File: src/rtl/matrix_vec_mul_pkg.sv
// Shared constants and width helpers for the 4x4 matrix-vector multiplier.
package matrix_vec_mul_pkg;

    localparam int unsigned ELEM_W = 4;
    localparam int unsigned DIM    = 4;

    function automatic int unsigned row_width(input int unsigned n);
        return DIM * n;
    endfunction

    function automatic int unsigned res_width(input int unsigned n);
        return 2 * n;
    endfunction

    localparam int unsigned ROW_W = DIM * ELEM_W;
    localparam int unsigned RES_W = 2 * ELEM_W;

endpackage

File: src/rtl/matrix_vec_mul_row_dot4.sv
// Two-stage unsigned 4-element dot product: registered products, then registered truncated sum.
module row_dot4
    import matrix_vec_mul_pkg::*;
#(
    parameter int unsigned N = ELEM_W
) (
    input  logic                    clk,
    input  logic                    rst,
    input  logic [DIM*N-1:0]        row,
    input  logic [N-1:0]            X1,
    input  logic [N-1:0]            X2,
    input  logic [N-1:0]            X3,
    input  logic [N-1:0]            X4,
    output logic [2*N-1:0]          y
);

    localparam int unsigned RW = res_width(N);
    localparam int unsigned SW = RW + 2;

    logic [N-1:0]  x_vec  [DIM];
    logic [RW-1:0] prod_d [DIM];
    logic [RW-1:0] prod_q [DIM];
    logic [SW-1:0] sum_full;
    logic [RW-1:0] y_d;
    logic [RW-1:0] y_q;

    // Stage 1: element j of the row sits MSB-first, so A_i1 is the top slice.
    always_comb begin
        x_vec[0] = X1;
        x_vec[1] = X2;
        x_vec[2] = X3;
        x_vec[3] = X4;
        for (int j = 0; j < int'(DIM); j++) begin
            prod_d[j] = RW'(row[(int'(DIM) - 1 - j) * int'(N) +: N]) * RW'(x_vec[j]);
        end
    end

    // Stage 2: carry headroom keeps the sum exact before the wrap to RW bits.
    always_comb begin
        sum_full = '0;
        for (int j = 0; j < int'(DIM); j++) begin
            sum_full = sum_full + SW'(prod_q[j]);
        end
        y_d = RW'(sum_full);
    end

    always_ff @(posedge clk) begin
        if (rst) begin
            for (int j = 0; j < int'(DIM); j++) begin
                prod_q[j] <= '0;
            end
            y_q <= '0;
        end else begin
            for (int j = 0; j < int'(DIM); j++) begin
                prod_q[j] <= prod_d[j];
            end
            y_q <= y_d;
        end
    end

    assign y = y_q;

endmodule

File: src/rtl/matrix_vec_mul.sv
// Free-running Y = A*X for a 4x4 unsigned matrix; one result per clock, two-edge latency.
module matrix_vec_mul
    import matrix_vec_mul_pkg::*;
#(
    parameter int unsigned N = ELEM_W
) (
    input  logic             clk,
    input  logic             rst,
    input  logic [4*N-1:0]   A1,
    input  logic [4*N-1:0]   A2,
    input  logic [4*N-1:0]   A3,
    input  logic [4*N-1:0]   A4,
    input  logic [N-1:0]     X1,
    input  logic [N-1:0]     X2,
    input  logic [N-1:0]     X3,
    input  logic [N-1:0]     X4,
    output logic [2*N-1:0]   Y1,
    output logic [2*N-1:0]   Y2,
    output logic [2*N-1:0]   Y3,
    output logic [2*N-1:0]   Y4,
    output logic             y_valid
);

    localparam int unsigned RWID = row_width(N);
    localparam int unsigned YWID = res_width(N);

    logic [RWID-1:0] rows  [DIM];
    logic [YWID-1:0] y_row [DIM];
    logic [1:0]      valid_d;
    logic [1:0]      valid_q;

    assign rows[0] = A1;
    assign rows[1] = A2;
    assign rows[2] = A3;
    assign rows[3] = A4;

    for (genvar i = 0; i < int'(DIM); i++) begin : g_row
        row_dot4 #(
            .N (N)
        ) u_row (
            .clk (clk),
            .rst (rst),
            .row (rows[i]),
            .X1  (X1),
            .X2  (X2),
            .X3  (X3),
            .X4  (X4),
            .y   (y_row[i])
        );
    end

    // Valid tracks the datapath depth: a constant 1 walks through two flops.
    always_comb begin
        valid_d = {valid_q[0], 1'b1};
    end

    always_ff @(posedge clk) begin
        if (rst) begin
            valid_q <= '0;
        end else begin
            valid_q <= valid_d;
        end
    end

    assign Y1      = y_row[0];
    assign Y2      = y_row[1];
    assign Y3      = y_row[2];
    assign Y4      = y_row[3];
    assign y_valid = valid_q[1];

endmodule

File: config.mk
export PLATFORM = sky130hd
export DESIGN_NAME = matrix_vec_mul
export DESIGN_NICKNAME = d
export VERILOG_FILES = /design/src/rtl/matrix_vec_mul_pkg.sv /design/src/rtl/matrix_vec_mul_row_dot4.sv /design/src/rtl/matrix_vec_mul.sv
export SDC_FILE = /design/constraint.sdc
export NUM_CORES = 1
export LEC_CHECK = 0
export CORE_UTILIZATION = 60
export DETAILED_ROUTE_END_ITERATION = 12
export DONT_BUFFER_PORTS = 1
export HOLD_SLACK_MARGIN = 0.08
export PLACE_DENSITY = 0.76
export SYNTH_ARGS = -nofsm -noshare
export SYNTH_HDL_FRONTEND = slang
export SYNTH_SLANG_ARGS = --single-unit
File: constraint.sdc
create_clock -name clk -period 9.4 [get_ports clk]
set_input_delay 1.88 -clock clk [delete_from_list [all_inputs] [get_ports clk]]
set_output_delay 1.88 -clock clk [all_outputs]
set_load 0.005 [all_outputs]
==> reports/qor.yml <==
crit_arrival_ns: 4.13
fillers: 1815
hold_path_end: "valid_q[1]"
crit_family: "adder cells"
synth-simple-area-share: 0.206
start_util: 0.613
worstPathRequired_ns: 9.65
syn_inst: 1505
synth.yosys.warnings: 0
yosys_most_used_dff: "dfxtp_1"
skew_ns: 0.0155
drt_iter0_drc: 595
end_kind: "register"
slew_viol_final: 0
worst-path-buf-inv: 1
synth_compound_area_frac: 0.0674
dieArea_um2: 23800
rsz0062_at_grt: "false"
r2r_start: "g_row[0].u_row.prod_q[3][1]"
fin_crit_sh: 0.412
synth_area_leader_cell: "dfxtp_1"
timing.rr.end: "g_row[0].u_row.y[7]"
grt_pass1_vias: 9705
synth.most_common_cell: "inv_1"
hold_start: "valid_q[0]"
cp-start-kind: "input port"
synth_top_family_by_area: "adder cells"
tritoncts.num_buffers: 17
gp_congestion: 0.859
port_buffers: 0
synth_top_area_share: 0.234
postCtsResizedCells: 0
clk_latency_ns: 0.43
max_clock_freq_mhz: 258
clk_pin_slew_ns: 0.06
p_leak_nw: 7.28
hp-class: "register to register"
tightestPinTransition_ns: 0.683
synth_xor_area_frac: 0.0479
power_mw: 2.59
antenna_found_initial: 0
synth-edff-count: 0
cts_tree: "yes"
ys_seq_area_frac: 0.234
syn_area_um2: 13900
ctsRootBufferMaster: "clkbuf_16"
post_cts_buffers: 0
n_antenna_cell: 0
postSynth.asyncResetShare: 0
ys_seq_elements: 162
status: "finished clean"
setup_tns_ns: 0
num_vias: 9619
finalHoldViolCount: 0
die-width_um: 154
first_pass_iters: 5
p_per_area_nw_per_um2: 176
rows: 55
syn_area_per_cell_um2: 9.23
die_height_um: 154
path_max_fanout: 4
hold_depth: 1
ant_nets: 0
grt_start_max_net_pins: 177
synth_mux_area_frac: 0
layout.nets: 1907
rrSetupSlack_ns: 6.46
ir_worst_vdd_mv: 0.125
drt-total-wl_um: 28600
synth_adder_area_share: 0.371
synthTopCellsByArea: "dfxtp_1 (23%), ha_1 (20%), fa_1 (17%)"
drive_gt1_frac: 0.0220
syn2layout_area_growth_pct: 5.51
max_stage_delay_ns: 0.58
synth_fp_nets: 1927
period_minus_slack_ns: 3.87
path_cells: "nand2_1, fa_1, inv_1, fa_1, ha_1, a21o_1, a21oi_1, o311ai_0"
setup_viol: 0
grt_pass1_wl_um: 47400
cts_buffer_depth: 2
slew-limit-headroom: 0.545
wl_per_cell_um: 16.0
overflow: 0
yosys-top-cells-count: "inv_1 (227), ha_1 (220), and2_1 (191)"
criticalPathCategory: "input port to register"
path_common_cell: "fa_1"
cts_sinks: 162
htreeDepth: 4
io_pins: 115
vias_per_cell: 5.39
synthDistinctLibCells: 39
r2r_cells: 12
coreArea_um2: 22600
drc: 0
cpMaxStageDelayCell: "o311ai_0"
grtUsageTotal: 0.255
drv_cap: 0
hold_buffers: 0
place_hpwl_um: 22800
-- cells in the final DEF (no fill, tap or decap), types with 6 or more instances in the layout --
cell type,n
ha_1,220
o21ai_0,12
inv_1,227
nor4_1,17
inv_6,7
nor3_1,12
a31oi_1,12
nand4b_1,6
xnor2_1,49
nor2b_1,64
clkbuf_16,17
nand3_1,9
nand2_1,72
nor3b_1,6
a21o_1,25
o311ai_0,12
o211ai_1,6
nor2_1,114
nor4b_1,8
dfxtp_1,162
xor2_1,27
a21oi_1,40
and2_1,191
fa_1,120
a41o_1,9
or4b_1,6
-- through the flow --
| stage | cell area [um2] | utilization | setup WS, ns | hold WS [ns] | instances |
|---|---|---|---|---|---|
| final | 14700 | 0.647 | 5.53 | 0.439 | 1783 |
| after global routing | 14700 | 0.647 | 5.41 | 0.471 | 1783 |
| after CTS | 14700 | 0.647 | 5.55 | 0.446 | 1783 |
| after detailed placement | 14100 | 0.622 | 5.15 | 0.432 | 1751 |
| after global placement | 14100 | 0.622 | 5.24 | 0.421 | 1751 |
| after floorplan | 13900 | - | 5.03 | 0.414 | 1505 |
-- layer usage --
layer  track usage  vias to the layer above  routed length (um)
met3        0.0696                       31                2080
met2         0.400                      239               12600
met5             0                        -                   0
li1              -                     4818                   -
met1         0.349                     4531               13500
met4        0.0629                        0                 437
-- power by group --
part	switching [mW]	internal [mW]	total (mW)
combinational	0.574	0.485	1.06
clock	0.299	0.373	0.672
sequential	0.0519	0.802	0.854
-- final cells by class --
class / count / area, um2 / share of cell area
multi-input cells: 1075 / 9620 / 0.656
flip-flops and latches: 162 / 3240 / 0.221
inverters: 228 / 856 / 0.0584
clock buffers: 18 / 429 / 0.0293
well taps: 285 / 357 / 0.0243
clock inverters: 14 / 141 / 0.00965
repair buffers: 1 / 7.51 / 0.000512
-- flip-flops by register name (all words and copies together), names as in the netlist --
name                count
g_row.u_row.prod_q    128
g_row.u_row.y          32
valid_q                 2
-- kinds of logic after synthesis --
| group | after synthesis |
|---|---|
| compound gates | 137 |
| xor+xnor | 76 |
| fa+ha+maj | 340 |
| buf+inv | 268 |
| flops | 162 |
| simple gates | 522 |
-- worst max path at each step --
stage,cells past startpoint,to,from,slack [ns]
after floorplan,11,g_row[3].u_row.prod_q[0][22],X3[3],5.03
after global placement,8,g_row[1].u_row.prod_q[0][7],A2[12],5.24
after detailed placement,8,g_row[1].u_row.prod_q[0][7],A2[12],5.15
after CTS,10,g_row[3].u_row.prod_q[0][6],X1[3],5.55
after global routing,8,g_row[1].u_row.prod_q[0][7],A2[12],5.41
final,8,g_row[1].u_row.prod_q[0][7],A2[12],5.53
(Power assumes the default switching activity.)
